### src/rtl/reorder_buffer_if.sv
// Issue, writeback, operand-query and commit signals of the reorder buffer.
// The pipeline drives the master side; the reorder buffer sits on the slave side.
interface reorder_buffer_if #(
   parameter int ROB_WIDTH = 4
);
   logic                 readyIn;
   logic                 issueValid;
   logic                 issueHasRd;
   logic [4:0]           issueRd;
   logic                 issueIsStore;
   logic                 issueIsBranch;
   logic [ROB_WIDTH-1:0] allocId;
   logic                 full;
   logic                 cdbValid;
   logic [ROB_WIDTH-1:0] cdbId;
   logic [31:0]          cdbValue;
   logic                 cdbMispredict;
   logic [31:0]          cdbTarget;
   logic [ROB_WIDTH-1:0] queryId;
   logic                 queryReady;
   logic [31:0]          queryValue;
   logic                 writeFlag;
   logic [ROB_WIDTH-1:0] robId;
   logic [4:0]           writeAddr;
   logic [31:0]          writeValue;
   logic                 storeCommitFlag;
   logic [ROB_WIDTH-1:0] storeCommitId;
   logic                 clearOut;
   logic [31:0]          clearPC;

   modport master (
      output readyIn, issueValid, issueHasRd, issueRd, issueIsStore, issueIsBranch,
             cdbValid, cdbId, cdbValue, cdbMispredict, cdbTarget, queryId,
      input  allocId, full, queryReady, queryValue, writeFlag, robId, writeAddr,
             writeValue, storeCommitFlag, storeCommitId, clearOut, clearPC
   );

   modport slave (
      input  readyIn, issueValid, issueHasRd, issueRd, issueIsStore, issueIsBranch,
             cdbValid, cdbId, cdbValue, cdbMispredict, cdbTarget, queryId,
      output allocId, full, queryReady, queryValue, writeFlag, robId, writeAddr,
             writeValue, storeCommitFlag, storeCommitId, clearOut, clearPC
   );
endinterface

### src/rtl/reorder_buffer.sv
// Circular in-order retirement buffer: allocates tags at issue, captures CDB results,
// retires one entry per cycle and flushes everything on a mispredicted branch.
module reorder_buffer #(
   parameter int ROB_WIDTH = 4
) (
   input logic             clockIn,
   input logic             resetIn,
   reorder_buffer_if.slave bus
);
   localparam int DEPTH = 1 << ROB_WIDTH;
   localparam int CW    = ROB_WIDTH + 1;

   typedef logic [ROB_WIDTH-1:0] tag_t;

   logic [DEPTH-1:0] r_busy;
   logic [DEPTH-1:0] r_ready;
   logic [DEPTH-1:0] r_has_rd;
   logic [DEPTH-1:0] r_is_store;
   logic [DEPTH-1:0] r_is_branch;
   logic [DEPTH-1:0] r_mispredict;
   logic [4:0]       r_rd     [DEPTH];
   logic [31:0]      r_value  [DEPTH];
   logic [31:0]      r_target [DEPTH];

   tag_t             r_head;
   tag_t             r_tail;
   logic [CW-1:0]    r_count;

   logic             r_write_flag;
   tag_t             r_rob_id;
   logic [4:0]       r_write_addr;
   logic [31:0]      r_write_value;
   logic             r_store_flag;
   tag_t             r_store_id;
   logic             r_clear;
   logic [31:0]      r_clear_pc;

   logic             w_full;
   logic             w_commit;
   logic             w_flush;
   logic             w_alloc;
   logic             w_wb;
   logic             w_query_ready;

   assign w_full   = (r_count == CW'(DEPTH));
   assign w_commit = bus.readyIn && r_busy[r_head] && r_ready[r_head];
   assign w_flush  = w_commit && r_is_branch[r_head] && r_mispredict[r_head];
   // Full is judged on the pre-edge count, so a same-cycle commit never frees a slot early.
   assign w_alloc  = bus.readyIn && bus.issueValid && !w_full && !w_flush;
   assign w_wb     = bus.cdbValid && r_busy[bus.cdbId];

   assign w_query_ready  = r_busy[bus.queryId] && r_ready[bus.queryId];
   assign bus.queryReady = w_query_ready;
   assign bus.queryValue = w_query_ready ? r_value[bus.queryId] : '0;
   assign bus.allocId    = r_tail;
   assign bus.full       = w_full;

   // NOTE: sequential state uses non-blocking assignments so every block sees pre-edge values.
   always_ff @(posedge clockIn or posedge resetIn) begin
      if (resetIn) begin
         r_busy  <= '0;
         r_ready <= '0;
      end else if (w_flush) begin
         r_busy  <= '0;
      end else begin
         if (w_commit) r_busy[r_head] <= 1'b0;
         if (w_alloc) begin
            r_busy[r_tail]  <= 1'b1;
            r_ready[r_tail] <= 1'b0;
         end
         if (w_wb) r_ready[bus.cdbId] <= 1'b1;
      end
   end

   // NOTE: payload arrays carry no reset; busy/ready gate every use of their contents.
   always_ff @(posedge clockIn) begin
      if (w_alloc) begin
         r_has_rd[r_tail]     <= bus.issueHasRd;
         r_rd[r_tail]         <= bus.issueRd;
         r_is_store[r_tail]   <= bus.issueIsStore;
         r_is_branch[r_tail]  <= bus.issueIsBranch;
         r_mispredict[r_tail] <= 1'b0;
      end
      if (w_wb) begin
         r_value[bus.cdbId]      <= bus.cdbValue;
         r_mispredict[bus.cdbId] <= bus.cdbMispredict;
         r_target[bus.cdbId]     <= bus.cdbTarget;
      end
   end

   always_ff @(posedge clockIn or posedge resetIn) begin
      if (resetIn) begin
         r_head  <= '0;
         r_tail  <= '0;
         r_count <= '0;
      end else if (w_flush) begin
         r_head  <= '0;
         r_tail  <= '0;
         r_count <= '0;
      end else begin
         r_head  <= r_head + tag_t'(w_commit);
         r_tail  <= r_tail + tag_t'(w_alloc);
         r_count <= r_count + CW'(w_alloc) - CW'(w_commit);
      end
   end

   // Commit outputs are single-cycle pulses; idle cycles drive every field to zero.
   always_ff @(posedge clockIn or posedge resetIn) begin
      if (resetIn) begin
         r_write_flag  <= 1'b0;
         r_rob_id      <= '0;
         r_write_addr  <= '0;
         r_write_value <= '0;
         r_store_flag  <= 1'b0;
         r_store_id    <= '0;
         r_clear       <= 1'b0;
         r_clear_pc    <= '0;
      end else begin
         r_write_flag  <= w_commit && r_has_rd[r_head];
         r_rob_id      <= w_commit ? r_head : '0;
         r_write_addr  <= w_commit ? r_rd[r_head] : '0;
         r_write_value <= w_commit ? r_value[r_head] : '0;
         r_store_flag  <= w_commit && r_is_store[r_head];
         r_store_id    <= w_commit ? r_head : '0;
         r_clear       <= w_flush;
         r_clear_pc    <= w_flush ? r_target[r_head] : '0;
      end
   end

   assign bus.writeFlag       = r_write_flag;
   assign bus.robId           = r_rob_id;
   assign bus.writeAddr       = r_write_addr;
   assign bus.writeValue      = r_write_value;
   assign bus.storeCommitFlag = r_store_flag;
   assign bus.storeCommitId   = r_store_id;
   assign bus.clearOut        = r_clear;
   assign bus.clearPC         = r_clear_pc;
endmodule

### src/flat_wrapper.sv
// flat-port wrapper written by rule: the top's interface ports become plain ports
module reorder_buffer_flat 
#(
   parameter int ROB_WIDTH = 4
)
  (clockIn, resetIn, bus_readyIn, bus_issueValid, bus_issueHasRd, bus_issueRd, bus_issueIsStore, bus_issueIsBranch, bus_cdbValid, bus_cdbId, bus_cdbValue, bus_cdbMispredict, bus_cdbTarget, bus_queryId, bus_allocId, bus_full, bus_queryReady, bus_queryValue, bus_writeFlag, bus_robId, bus_writeAddr, bus_writeValue, bus_storeCommitFlag, bus_storeCommitId, bus_clearOut, bus_clearPC);
  reorder_buffer_if #(.ROB_WIDTH(ROB_WIDTH)) bus_i ();
  input logic clockIn;
  input logic resetIn;
  input wire logic [$bits(bus_i.readyIn)-1:0] bus_readyIn;
  input wire logic [$bits(bus_i.issueValid)-1:0] bus_issueValid;
  input wire logic [$bits(bus_i.issueHasRd)-1:0] bus_issueHasRd;
  input wire logic [$bits(bus_i.issueRd)-1:0] bus_issueRd;
  input wire logic [$bits(bus_i.issueIsStore)-1:0] bus_issueIsStore;
  input wire logic [$bits(bus_i.issueIsBranch)-1:0] bus_issueIsBranch;
  input wire logic [$bits(bus_i.cdbValid)-1:0] bus_cdbValid;
  input wire logic [$bits(bus_i.cdbId)-1:0] bus_cdbId;
  input wire logic [$bits(bus_i.cdbValue)-1:0] bus_cdbValue;
  input wire logic [$bits(bus_i.cdbMispredict)-1:0] bus_cdbMispredict;
  input wire logic [$bits(bus_i.cdbTarget)-1:0] bus_cdbTarget;
  input wire logic [$bits(bus_i.queryId)-1:0] bus_queryId;
  output wire logic [$bits(bus_i.allocId)-1:0] bus_allocId;
  output wire logic [$bits(bus_i.full)-1:0] bus_full;
  output wire logic [$bits(bus_i.queryReady)-1:0] bus_queryReady;
  output wire logic [$bits(bus_i.queryValue)-1:0] bus_queryValue;
  output wire logic [$bits(bus_i.writeFlag)-1:0] bus_writeFlag;
  output wire logic [$bits(bus_i.robId)-1:0] bus_robId;
  output wire logic [$bits(bus_i.writeAddr)-1:0] bus_writeAddr;
  output wire logic [$bits(bus_i.writeValue)-1:0] bus_writeValue;
  output wire logic [$bits(bus_i.storeCommitFlag)-1:0] bus_storeCommitFlag;
  output wire logic [$bits(bus_i.storeCommitId)-1:0] bus_storeCommitId;
  output wire logic [$bits(bus_i.clearOut)-1:0] bus_clearOut;
  output wire logic [$bits(bus_i.clearPC)-1:0] bus_clearPC;
  assign bus_i.readyIn = bus_readyIn;
  assign bus_i.issueValid = bus_issueValid;
  assign bus_i.issueHasRd = bus_issueHasRd;
  assign bus_i.issueRd = bus_issueRd;
  assign bus_i.issueIsStore = bus_issueIsStore;
  assign bus_i.issueIsBranch = bus_issueIsBranch;
  assign bus_i.cdbValid = bus_cdbValid;
  assign bus_i.cdbId = bus_cdbId;
  assign bus_i.cdbValue = bus_cdbValue;
  assign bus_i.cdbMispredict = bus_cdbMispredict;
  assign bus_i.cdbTarget = bus_cdbTarget;
  assign bus_i.queryId = bus_queryId;
  assign bus_allocId = bus_i.allocId;
  assign bus_full = bus_i.full;
  assign bus_queryReady = bus_i.queryReady;
  assign bus_queryValue = bus_i.queryValue;
  assign bus_writeFlag = bus_i.writeFlag;
  assign bus_robId = bus_i.robId;
  assign bus_writeAddr = bus_i.writeAddr;
  assign bus_writeValue = bus_i.writeValue;
  assign bus_storeCommitFlag = bus_i.storeCommitFlag;
  assign bus_storeCommitId = bus_i.storeCommitId;
  assign bus_clearOut = bus_i.clearOut;
  assign bus_clearPC = bus_i.clearPC;
  reorder_buffer #(.ROB_WIDTH(ROB_WIDTH)) u_core (.clockIn(clockIn), .resetIn(resetIn), .bus(bus_i));
endmodule
### config.mk
export PLATFORM = sky130hd
export DESIGN_NAME = reorder_buffer_flat
export DESIGN_NICKNAME = d
export VERILOG_FILES = /design/src/rtl/reorder_buffer_if.sv /design/src/rtl/reorder_buffer.sv /design/src/flat_wrapper.sv
export SDC_FILE = /design/constraint.sdc
export NUM_CORES = 1
export LEC_CHECK = 0
export ABC_AREA = 1
export CAP_MARGIN = 5
export CORE_MARGIN = 1.5
export CORE_UTILIZATION = 35
export DETAILED_ROUTE_END_ITERATION = 10
export SYNTH_ARGS = -nofsm -noshare
export SYNTH_HDL_FRONTEND = slang
export SYNTH_SLANG_ARGS = --single-unit
### constraint.sdc
create_clock -name clockIn -period 8.3 [get_ports clockIn]
set_input_delay 2.49 -clock clockIn [delete_from_list [all_inputs] [get_ports clockIn]]
set_output_delay 2.49 -clock clockIn [all_outputs]
set_load 0.01 [all_outputs]
==> run metrics, run 1 <==
Worst setup SP type input pin; post-synthesis async set-or-reset flop share under 10%; Synth Area in Simple Gates 11.4%; r2r endpoint u_core.r_count[4]; Required @ worst endpoint approximately 5.8 ns; fin nets around 4,400; Post-CTS Resized 0; maximum vdd drop ~0.31 mV; yosys synthesis warning count 0; sequential fraction of the synthesis area between 70% and 80%; R2R setup slack ~3.3 ns; cell taking the most area after synthesis edfxtp_1; 1st-pass router iterations 8; Hold Crit Endpoint u_core.r_ready[0]; dpl cell area between 0.05 and 0.06 mm2; # IOs just over 200; gr usage total between 20% and 30%; drt drc 0; leak pwr a little over 20 nW; outcome finished, final reports clean; postcts setup bufs 0; Layout area overhead 16.1%; largest fanout on the critical path 64; Routability Congestion roughly 0.85; Post-DP HPWL roughly 84,000 um; initial core utilization 35.2%; worst-skew pair later-pin latency 0.79 ns; Achievable Freq approximately 120 MHz; CTS clk-pin slew, worst paths roughly 0.06 ns; die area 0.150 mm2; critical path cell sequence clkbuf_8, inv_8, buf_4, nand2_1, a32o_1, o21ai_0, nor2_1, nor2_1, buf_4, clkdlybuf4s50_1; Post-Syn Nets approximately 4,200; part of the cycle the worst path needs between 90% and 100%; layout cells sized above 1 around 7.3%; reg2reg start u_core.r_head[0]; clock root cell clkbuf_16; relative slew slack a little over a fifth; slowest stage cell, crit path nor2_1; crit end category output port; Worst-Margin Slew 1.17 ns; mean area per synthesized cell about 12 um2; Syn Std Cell Area approximately 0.052 mm2; I/O Buffers 203; Setup Viol. Count Final 0; setup TNS 0 ns; routed wire length ~160,000 um; Routed WL per cell approximately 26 um; CTS tree yes; CP max stage delay 0.64 ns; Post-Synth Adder-Cell Area less than 1%; hold path startpoint u_core.r_ready[0]; Worst Path Buf+Inv 5; worst hold path class flip-flop to flip-flop; Total Power around 0.018 W; Worst EP arrival 5.51 ns; initial antenna violation count 21; Cells after DPL about 6,100; Via Count roughly 36,000; CTS Hold Bufs 0; Core ar. between 0.1 and 0.15 mm2; post-synth top area share 66.7%; Via density a little under 6; Synth cell types 34; worst clock skew between 0.03 and 0.04 ns; CTS Buf Count about 130; maximum number of pins on one net before global-route repair 165; ys flop type edfxtp_1; design area approximately 0.06 mm2; std cell rows 141; H-tree levels 4; GRT overflow 0; register bit total from synthesis 1,289; worst hold slack 0.482 ns; CTS Buffer Depth 3; Clock Sinks about 1,300; Synth Instances between 4,000 and 5,000; initial DRC count ~4,200; fin crit period between 8 and 9 ns; MaxCap Viol Count 0; non-filler cells, final approximately 6,300; Hold Crit Depth 2; PwrDens between 200 and 300 mW/mm2; Die Y between 300 and 400 um; number of synthesized flops with an enable pin 1,152; Synth Area in XOR/XNOR less than 1%; Synth area leaders edfxtp_1 (67%), o22ai_1 (6.9%), dfrtp_1 (5.8%); Crit Path Class input pin to output port; first-pass GRT wire length 234,000 um; RSZ-0062 raised after global routing false; final hold vios 0; post-synthesis compound-gate area fraction 11.7%; Die Wd 388 um; delay-heaviest family, CP buffers and inverters; post-synthesis mux area share 0%; largest family of logic cells by synthesized area compound AO/OA/AOI/OAI gates; Routed Antenna Nets 0; Register-to-Register Path Depth 20; Slew Viols, Final 0; vias in the first global route around 35,000
worst register-to-register path: cells and delay by family, from the launching register on:
kind                     cells  cell delay (ns)
AND/OR/NAND/NOR             12             1.76
XOR/XNOR                     1             0.12
flip-flops                   1             0.83
buffers and inverters        4             1.18
adder cells (fa/ha/maj)      3             1.02
sequential cells by signal, indices dropped and copies added, names as in the netlist:
name,flops
u_core.r_has_rd,16
u_core.r_mispredict,16
u_core.r_busy,16
u_core.bus.storeCommitFlag,1
u_core.r_is_store,16
u_core.r_head,4
u_core.r_count,5
u_core.r_value,512
u_core.bus.writeAddr,5
u_core.bus.clearOut,1
u_core.r_rd,80
u_core.bus.allocId,4
u_core.bus.robId,4
u_core.bus.writeValue,32
u_core.r_target,512
u_core.bus.writeFlag,1
u_core.bus.clearPC,32
u_core.r_is_branch,16
u_core.r_ready,16
synth_stat cells, types with 4 or more instances:
master    instances
edfxtp_1       1152
nand2_1         784
o22ai_1         568
o21ai_0         327
nand3_1         299
nor2_1          190
clkbuf_1        171
dfrtp_1         121
inv_1           113
nand4_1          76
a21oi_1          74
buf_1            68
buf_2            41
a31oi_1          37
nor3_1           22
a32o_1           16
dfxtp_1          16
nand3_2          12
buf_4            11
ha_1             10
a221oi_1          8
a32oi_1           6
nand2_2           5
buf_6             4
xnor2_1           4
through the flow:
step | worst slack (ns) | util [%]
4_1_cts | 0.436 | 40.8
3_3_place_gp | 0.466 | 37.9
2_1_floorplan | 1.90 | -
6_report | 0.299 | 40.8
3_5_place_dp | 0.464 | 37.9
5_1_grt | 0.245 | 40.8
worst max-delay path by stage:
stage	from	end	slack, ns	cells past startpoint
finish	bus_queryId[0]	bus_queryValue[1]	0.30	10
global route	bus_queryId[0]	bus_queryValue[1]	0.25	10
CTS	bus_queryId[0]	bus_queryValue[1]	0.44	10
detailed placement	bus_queryId[0]	bus_queryValue[1]	0.46	10
global placement	bus_queryId[0]	bus_queryValue[1]	0.47	10
floorplan	bus_queryId[0]	bus_queryValue[11]	1.90	9
power breakdown:
group / internal [W] / switching [W] / total, W
Combinational: 0.00127 / 0.00299 / 0.00426
Sequential: 0.00736 / 0.000223 / 0.00758
Clock: 0.00338 / 0.00257 / 0.00595
cells in the final DEF, fill, tap and decap left out, drive strengths merged, types with 16 or more instances in the layout:
cell / Yosys / layout
nor3: 22 / 22
buf: 124 / 77
clkbuf: 171 / 179
nand4: 76 / 76
a21oi: 74 / 74
inv: 116 / 125
nor2: 193 / 193
dfrtp: 121 / 121
clkinv: 2 / 45
o22ai: 568 / 568
o21ai: 329 / 329
a32o: 16 / 16
nand2: 789 / 789
a31oi: 37 / 37
clkdlybuf4s50: 0 / 199
dfxtp: 16 / 16
edfxtp: 1152 / 1152
nand3: 312 / 312
area by class of cell:
class / count / area (um2)
multi-input cells: 2449 / 12300
repair buffers: 277 / 2680
clock buffers: 178 / 3620
clock inverters: 63 / 697
fillers: 13461 / 87100
inverters: 118 / 509
well taps: 1930 / 2410
diodes: 3 / 7.51
flip-flops and latches: 1289 / 37900
metal layers:
layer | wire [um] | GRT usage (%) | up-vias
li1 | - | - | 15868
met1 | 65700 | 28.1 | 18132
met2 | 75100 | 33.0 | 2009
met3 | 15700 | 4.77 | 375
met4 | 5040 | 7.72 | 26
met5 | 170 | 0 | -
kinds of logic after synthesis:
family	Yosys count
flops	1289
fa+ha+maj	11
compound gates	1038
simple gates	1393
buf+inv	413
xor+xnor	7
No activity file was read; power rests on OpenSTA's default activity.
==> inputs of run 2 (changes only) <==
--- a/constraint.sdc
+++ b/constraint.sdc
@@ -3,2 +3,2 @@
 set_output_delay 2.49 -clock clockIn [all_outputs]
-set_load 0.01 [all_outputs]
+set_load 0.1 [all_outputs]
==> run 2 against run 1 <==
  * Register-to-register slack worse by 0.55 ns
  * Routed wire length fell by 0.38%
  * First-iteration DRC count rose by 12%
  * Count of clock-buffer cells in the layout is 8 higher
  * Combinational power is 21% higher
  * Die area unchanged
  * Design area up 0.75%
  * Clock skew fell by 0.0024 ns
  * Sequential power about the same
  * Sequential share of layout area shrank 0.47 points
  * Largest cell class unchanged
  * Flip-flop and latch count unchanged
  * Cell count is 0.16% higher
==> run metrics, run 2 (same netlist as run 1, synthesis figures left out) <==
std cell rows 141 (unchanged); vias in the first global route 35,247 (+0.10%); MaxCap Viol Count 0 (unchanged); Setup Viol. Count Final 0 (unchanged); fin util 41.2% (+0.31 points); commonest non-fill, non-tap cells in the layout edfxtp_1 (1,152), nand2_1 (783), o22ai_1 (568); Slew Viols, Final 0 (unchanged); Via density 5.77 (-0.13%); R2R setup slack 2.71 ns (-0.55 ns); Clock Sinks 1,289 (unchanged); part of the cycle the worst path needs 87.9% (-8.5 points); r2r endpoint u_core.r_count[4]; number of fill cells in the layout 13,497 (+0.27%); Die Y 388 um (unchanged); Post-CTS Resized 0 (unchanged); Achievable Freq 137 MHz (+9.7%); Die Wd 388 um (unchanged); leak pwr 20.7 nW (+1.0%); Routed Antenna Nets 0 (unchanged); Worst-Margin Slew 1.18 ns (+0.00836 ns); commonest non-fill, non-tap cell in the layout edfxtp_1; maximum number of pins on one net before global-route repair 156 (-5.5%); fin nets 4,373 (+0.21%); routed wire length 161,000 um (-0.38%); Register-to-Register Path Depth 19 (-5.0%); reg2reg start u_core.r_head[3]; first-pass GRT wire length 234,000 um (about the same); maximum vdd drop 0.306 mV (-0.97%); slowest stage cell, crit path nor2_1; CTS clk-pin slew, worst paths 0.06 ns (about the same); critical path cell sequence buf_4, inv_6, a21oi_1, or2_2, nand2_1, nand3_1, nand3_1, nand2_1, inv_1, buf_4, o21ai_0, nor2_1, buf_12; largest fanout on the critical path 20 (-69%); setup TNS 0 ns (unchanged); layout cells sized above 1 8.28% (+0.97 points); GRT overflow 0 (unchanged); drt drc 0 (unchanged); die area 0.150 mm2 (unchanged); gr usage total 20.8% (-0.062 points); outcome finished, final reports clean; Post-DP HPWL 84,700 um (+1.0%); clock root cell clkbuf_16; postcts setup bufs 0 (unchanged); hold path startpoint u_core.r_ready[0]; biggest registers after layout u_core.r_target (512), u_core.r_value (512), u_core.r_rd (80); H-tree levels 4 (unchanged); CTS Hold Bufs 0 (unchanged); Routed WL per cell 25.5 um (-0.54%); initial DRC count 4,689 (+12%); CTS Buf Count 135 (+2.3%); CTS tree yes; Hold Crit Depth 2 (unchanged); worst clock skew 0.0293 ns (-0.00235 ns); # IOs 204 (unchanged); PwrDens 309 mW/mm2 (+4.6%); initial core utilization 35.2% (unchanged); Layout area overhead 16.9%; Core ar. 0.147 mm2 (unchanged); Required @ worst endpoint 5.81 ns (about the same); final hold vios 0 (unchanged); Crit Path Class input pin to output port; Hold Crit Endpoint u_core.r_ready[0]; CTS Buffer Depth 3 (unchanged); RSZ-0062 raised after global routing false; I/O Buffers 203 (unchanged); initial antenna violation count 20 (-4.8%); worst hold path class flip-flop to flip-flop; Worst EP arrival 4.81 ns (-0.70 ns); fin crit period 7.30 ns (-0.705 ns); worst-skew pair later-pin latency 0.76 ns (-0.03 ns); Routability Congestion 0.850 (-0.11%); relative slew slack 21.3% (-0.56 points); Via Count 36,419 (+0.025%); crit end category output port; Worst setup SP type input pin; 1st-pass router iterations 6 (-2); CP max stage delay 0.57 ns (-0.07 ns)
[run 2: layer usage]
layer | wire length, um | GRT usage (%) | vias to the layer above
met2 | 76500 | 33.4 | 2059
met1 | 64600 | 27.9 | 18108
met4 | 4670 | 7.91 | 24
met5 | 142 | 0 | -
met3 | 15300 | 4.07 | 344
li1 | - | - | 15884
[run 2: worst max-delay path by stage]
stage,from,to,depth (start not counted)
final,bus_queryId[1],bus_queryValue[0],13
after floorplan,bus_queryId[0],bus_queryValue[15],10
after global placement,bus_queryId[1],bus_queryValue[3],13
after CTS,bus_queryId[1],bus_queryValue[0],13
after global routing,bus_queryId[1],bus_queryValue[0],13
after detailed placement,bus_queryId[1],bus_queryValue[0],13
[run 2: layout make-up]
class                           instances  area (um2)  share of cell area, %
Sequential cell                      1289       37900                   62.6
Multi-Input combinational cell       2449       12300                   20.3
Clock buffer                          186        3810                   6.28
Timing Repair Buffer                  283        3040                   5.02
Tap cell                             1930        2410                   3.98
Clock inverter                         58         592                  0.976
Inverter                              118         509                  0.840
Antenna cell                            4        10.0                 0.0165
[run 2: where the power goes]
| group | switching, W | leakage (nW) | internal (W) | total [W] |
|---|---|---|---|---|
| Clock | 0.00254 | 2.13 | 0.00350 | 0.00604 |
| Combinational | 0.00383 | 6.47 | 0.00130 | 0.00514 |
| Sequential | 0.000219 | 12.1 | 0.00736 | 0.00758 |
[run 2: through the flow]
step                total power [W]  hold slack [ns]  std cells  worst slack, ns  area [um2]
global placement             0.0128            0.460       6069             1.00       56200
CTS                          0.0188            0.488       6313             1.06       60600
finish                       0.0188            0.490       6317             1.00       60600
floorplan                    0.0110            0.442       4151            0.145       51800
detailed placement           0.0128            0.468       6069             1.08       56200
global route                 0.0194            0.532       6316            0.925       60600
[run 2: critical path, delay by kind of cell]
family,cells,cell delay [ns]
and+or+nand+nor,6,1.17
AOI/OAI and AO/OA,2,0.19
buffers and inverters,5,0.93
